`src/rtl/press_emitter.sv`:
```
// press_emitter: turns one-shot short/long press commands into push-button
// waveforms with fixed hold and release times for the press classifier.
//
// Ports:
//   clk          system clock, rising edge
//   rst          asynchronous active-low reset
//   cmd_valid    command request, held by the requester until accepted
//   cmd_long     1 = long press (mode switch), 0 = short press (lamp toggle)
//   cmd_ready    high only while idle (combinational from state)
//   cmd_abort    ends the current press early; the gap still follows
//   push_button  synthesised button level (registered)
//   busy         high while pressing or in the release gap (combinational)
//   done         one-cycle pulse in the first idle cycle after every gap
//
// Optional feature: define PRESS_BOUNCE_EN to replace the first 16 high
// cycles of each press with LFSR noise, emulating contact bounce.
module press_emitter #(
  parameter int unsigned DEBOUNCE_P        = 300,
  parameter int unsigned SWITCH_MODE_MIN_T = 5000,
  parameter int unsigned SHORT_T           = 1000,
  parameter int unsigned LONG_T            = 6000,
  parameter int unsigned GAP_T             = 20,
  parameter int unsigned CNT_W             = 16
) (
  input  logic clk,
  input  logic rst,
  input  logic cmd_valid,
  input  logic cmd_long,
  output logic cmd_ready,
  input  logic cmd_abort,
  output logic push_button,
  output logic busy,
  output logic done
);

  localparam longint unsigned CNT_RANGE = 64'(1) << CNT_W;
  localparam logic [CNT_W-1:0] SHORT_LIM = CNT_W'(SHORT_T - 1);
  localparam logic [CNT_W-1:0] LONG_LIM  = CNT_W'(LONG_T - 1);
  localparam logic [CNT_W-1:0] GAP_LIM   = CNT_W'(GAP_T - 1);
  localparam logic [CNT_W-1:0] BOUNCE_LIM = CNT_W'(15);

  // Elaboration-time parameter checks
  if ((SHORT_T < DEBOUNCE_P + 10) || (SHORT_T + 10 > SWITCH_MODE_MIN_T)) begin : g_bad_short
    $error("press_emitter: SHORT_T must lie in [DEBOUNCE_P+10, SWITCH_MODE_MIN_T-10]");
  end
  if (LONG_T < SWITCH_MODE_MIN_T + 10) begin : g_bad_long
    $error("press_emitter: LONG_T must be >= SWITCH_MODE_MIN_T+10");
  end
  if (GAP_T < 2) begin : g_bad_gap
    $error("press_emitter: GAP_T must be >= 2");
  end
  if ((64'(SHORT_T) >= CNT_RANGE) || (64'(LONG_T) >= CNT_RANGE) ||
      (64'(GAP_T) >= CNT_RANGE)) begin : g_bad_width
    $error("press_emitter: timing values must fit in CNT_W bits");
  end

  typedef enum logic [1:0] {
    IDLE  = 2'd0,
    PRESS = 2'd1,
    GAP   = 2'd2
  } state_t;

  state_t           state, state_nx;
  logic [CNT_W-1:0] cnt, cnt_nx;
  logic             hold_sel, hold_sel_nx;
  logic             pb_nx, done_nx;
  logic             accept_c;
  logic             press_end_c;
  logic             gap_end_c;
  logic [CNT_W-1:0] hold_lim_c;

  assign accept_c    = cmd_valid && (state == IDLE);
  assign hold_lim_c  = hold_sel ? LONG_LIM : SHORT_LIM;
  // Press leaves early on abort or after the last held cycle
  assign press_end_c = cmd_abort || (cnt == hold_lim_c);
  assign gap_end_c   = (cnt == GAP_LIM);

  assign busy      = (state != IDLE);
  assign cmd_ready = ~busy;

`ifdef PRESS_BOUNCE_EN
  logic [15:0] lfsr;
  logic        lfsr_fb_c;
  logic        bounce_c;

  // Bounce bits are consumed for the first 16 press cycles: one at accept,
  // then while the counter (press cycle - 1) feeds cycles 2..16.
  assign bounce_c  = accept_c ||
                     ((state == PRESS) && !press_end_c && (cnt < BOUNCE_LIM));
  assign lfsr_fb_c = lfsr[0] ^ lfsr[2] ^ lfsr[3] ^ lfsr[5];

  // Fibonacci LFSR, taps 16,14,13,11; never reseeded between commands
  always_ff @(posedge clk or negedge rst) begin
    if (!rst) begin
      lfsr <= 16'hACE1;
    end else if (bounce_c) begin
      lfsr <= {lfsr_fb_c, lfsr[15:1]};
    end
  end
`endif

  // State and registered outputs
  always_ff @(posedge clk or negedge rst) begin
    if (!rst) begin
      state       <= IDLE;
      cnt         <= '0;
      hold_sel    <= 1'b0;
      push_button <= 1'b0;
      done        <= 1'b0;
    end else begin
      state       <= state_nx;
      cnt         <= cnt_nx;
      hold_sel    <= hold_sel_nx;
      push_button <= pb_nx;
      done        <= done_nx;
    end
  end

  // Next-state and counter
  always_comb begin
    state_nx    = state;
    cnt_nx      = cnt;
    hold_sel_nx = hold_sel;
    case (state)
      IDLE: begin
        if (accept_c) begin
          state_nx    = PRESS;
          cnt_nx      = '0;
          hold_sel_nx = cmd_long;
        end
      end
      PRESS: begin
        if (press_end_c) begin
          state_nx = GAP;
          cnt_nx   = '0;
        end else begin
          cnt_nx = cnt + CNT_W'(1);
        end
      end
      GAP: begin
        if (gap_end_c) begin
          state_nx = IDLE;
          cnt_nx   = '0;
        end else begin
          cnt_nx = cnt + CNT_W'(1);
        end
      end
      default: begin
        state_nx = IDLE;
        cnt_nx   = '0;
      end
    endcase
  end

  // Next values of the registered outputs
  always_comb begin
    pb_nx   = 1'b0;
    done_nx = 1'b0;
    case (state)
      IDLE: begin
`ifdef PRESS_BOUNCE_EN
        pb_nx = accept_c && lfsr[0];
`else
        pb_nx = accept_c;
`endif
      end
      PRESS: begin
        if (!press_end_c) begin
`ifdef PRESS_BOUNCE_EN
          pb_nx = bounce_c ? lfsr[0] : 1'b1;
`else
          pb_nx = 1'b1;
`endif
        end
      end
      GAP: begin
        done_nx = gap_end_c;
      end
      default: begin
        pb_nx   = 1'b0;
        done_nx = 1'b0;
      end
    endcase
  end

endmodule

```
`config.mk`:
```
export PLATFORM = sky130hd
export DESIGN_NAME = press_emitter
export DESIGN_NICKNAME = d
export VERILOG_FILES = /design/src/rtl/press_emitter.sv
export SDC_FILE = /design/constraint.sdc
export NUM_CORES = 1
export LEC_CHECK = 0
export ABC_CLOCK_PERIOD_IN_PS = 3000
export CORE_AREA = 2 2 49 86
export DETAILED_ROUTE_END_ITERATION = 10
export DIE_AREA = 0 0 51 88
export SYNTH_ARGS = -nofsm -noshare
export SYNTH_HDL_FRONTEND = slang
export SYNTH_SLANG_ARGS = --single-unit
export TNS_END_PERCENT = 30
```
`constraint.sdc`:
```
create_clock -name clk -period 3 [get_ports clk]
set_input_delay 0.3 -clock clk [delete_from_list [all_inputs] [get_ports clk]]
set_output_delay 0.3 -clock clk [all_outputs]
set_load 0.05 [all_outputs]
```
==> qor.yml <==
final_util: 0.423
final_common_cell: "nand2_1"
viasPerCell: 5.83
numPortBuffers: 8
yosysWarningCount: 0
synth_flop_cell: "dfrtp_1"
drc_errors: 0
fmax_mhz: 450
grt_first_pass_wirelength_um: 5680
antenna_found_initial: 0
clock_latency_ps: 270
cts_max_level: 1
rows: 30
r2r_setup_slack_ps: 780
cap_violations: 0
ios: 9
finalHoldViolations: 0
grt_pass1_vias: 1236
synth_top_family_by_area: "simple AND/OR/NAND/NOR gates"
core_area_um2: 3790
grt_usage: 0.168
wirelength_um: 3410
grt_max_degree: 22
cts_resized: 0
vdd_drop_max_uv: 599
worstPathRequired_ps: 3160
routedWlPerCell_um: 16.6
cp-end-kind: "flip-flop"
synth_seq_cells: 21
place_congestion: 0.874
r2r_end: "state[1]$_DFFE_PN0P_"
synth_edf_count: 0
hp-start: "state[1]$_DFFE_PN0P_"
initial_core_util: 0.388
startpoint_type: "flip-flop"
syn_area_um2: 1470
synth-compound-area-share: 0.237
skew_ps: 1.87
ys_seq_area_frac: 0.357
cts.sinks: 21
syn_to_final_growth_pct: 9.10
setup_viol_count_final: 0
fin_setup_tns_ps: 0
post_cts_buffers: 0
layout_common_cells: "24 x nand2_1, 21 x dfrtp_1, 11 x nor2_1, 9 x inv_1, 8 x clkdlybuf4s50_1"
dp_hpwl_um: 2600
cellPowerDensity_nw_per_um2: 660
finalCriticalPeriod_ps: 2220
synthAdderAreaFrac: 0.0340
fin_crit_sh: 0.740
hold_path_end: "state[1]$_DFFE_PN0P_"
ant_nets: 0
async_flop_share: 1.00
reg2reg_depth: 5
synthSimpleGateAreaFrac: 0.267
fin_nets: 168
drtIter0Drc: 15
worstMarginPinSlew_ps: 981
die_h_um: 88
cts_tree: "done"
drive_gt1_frac: 0.171
criticalPathCategory: "reg2reg"
holdPathStages: 1
synth_xor_area_frac: 0.0119
vias: 1202
slew_viol_final: 0
syn_nets: 163
first_pass_iters: 4
p_leak_nw: 0.578
holdBufCountCts: 0
rsz0062_at_grt: "no"
die_width_um: 51
cts_max_path_buffers: 2
arrival_ps: 2380
syn_avg_cell_area_um2: 9.55
min_path_type: "reg2reg"
post-route-worst-setup-slack_ps: 780
gr-total-overflow: 0
synth.area.mux_share: 0.0289
root_buffer: "clkbuf_8"
cts_buffers: 3
dieArea_um2: 4490
cts.clk_slew.worst_paths_ps: 80
max-slew-margin-rel: 0.344
n_antenna_cell: 0
pre_cts_slack_ps: 797
regToRegStartpoint: "cnt[0]$_DFFE_PN0P_"
syn_inst: 154
netlist-cell-type-count: 53
status: "finished, final reports clean"
crit_fanout: 18
-- stage by stage --
| step | instances | instance area (um^2) | hold WS, ps | total power [W] |
|---|---|---|---|---|
| 2_1_floorplan | 154 | 1470 | 4.41 | 0.000757 |
| 3_3_place_gp | 202 | 1560 | 498 | 0.000860 |
| 3_5_place_dp | 202 | 1560 | 513 | 0.000872 |
| 4_1_cts | 206 | 1610 | 531 | 0.00107 |
| 5_1_grt | 206 | 1610 | 575 | 0.00112 |
| 6_report | 206 | 1610 | 535 | 0.00106 |
-- kinds of logic (layout without fill, tap and decap cells) --
| kind of cell | count (synthesis) | after routing |
|---|---|---|
| adder cells (fa/ha/maj) | 4 | 4 |
| XOR/XNOR | 2 | 2 |
| buffers and inverters | 18 | 22 |
| AND/OR/NAND/NOR | 68 | 68 |
| AO/OA/AOI/OAI | 37 | 37 |
| multiplexers | 4 | 4 |
| flip-flops | 21 | 21 |
-- synthesized netlist by cell type, types with 2 or more instances --
library cell	instances	area share
buf_2	2	0.0068
o21ai_0	5	0.017
clkbuf_1	2	0.0051
nand2b_1	3	0.013
inv_1	9	0.023
dfrtp_1	21	0.36
ha_1	4	0.034
or3_1	2	0.0085
o21ai_1	2	0.0068
o211ai_2	2	0.017
nor3_1	6	0.020
o2111ai_1	6	0.036
o21ai_2	2	0.012
buf_4	2	0.010
mux2i_1	2	0.014
nand2_1	24	0.061
o211ai_1	7	0.036
nor4b_2	2	0.020
nor2_1	11	0.028
o311ai_1	2	0.012
nand4_1	2	0.0085
nand3_1	4	0.014
buf_6	2	0.015
-- worst max path at each step --
stage / from / to / slack, ps / depth (start not counted)
after detailed placement: cnt[0]$_DFFE_PN0P_ / state[1]$_DFFE_PN0P_ / 800 / 5
after global routing: cnt[0]$_DFFE_PN0P_ / state[1]$_DFFE_PN0P_ / 630 / 6
after global placement: cnt[0]$_DFFE_PN0P_ / state[1]$_DFFE_PN0P_ / 850 / 6
after CTS: cnt[0]$_DFFE_PN0P_ / state[1]$_DFFE_PN0P_ / 780 / 5
after floorplan: state[0]$_DFFE_PN0P_ / cnt[12]$_DFFE_PN0P_ / 680 / 7
final: cnt[0]$_DFFE_PN0P_ / state[1]$_DFFE_PN0P_ / 780 / 5
-- per-layer routing --
metal | part of all wire | global-route usage | vias up
li1 | - | - | 574
met1 | 0.40 | 0.178 | 597
met2 | 0.54 | 0.307 | 21
met3 | 0.022 | 0.0171 | 10
met4 | 0.037 | 0.106 | 0
met5 | 0 | 0 | -
-- worst max-delay path, cell delays in order (launching register included) --
cell,delay (ps)
dfrtp_1,400
ha_1,310
nor4b_2,420
a41oi_4,370
nor3_1,270
mux2_1,340
-- where the power goes --
part	internal, W	switching (W)
Clock	0.0000930	0.000101
Combinational	0.000161	0.000360
Sequential	0.000317	0.0000278
-- area by class of cell --
class                           count  area (um^2)
Clock inverter                      1         5.00
Timing Repair Buffer                9         87.6
Inverter                            9         33.8
Sequential cell                    21          526
Fill cell                         377         2190
Tap cell                           48         60.1
Clock buffer                        3         41.3
Multi-Input combinational cell    115          852
-- registers in the layout, summed over array words and instances, names as in the netlist --
register / count
cnt: 16
state: 2
done: 1
hold_sel: 1
push_button: 1
Power figures use the tool's default switching activity.
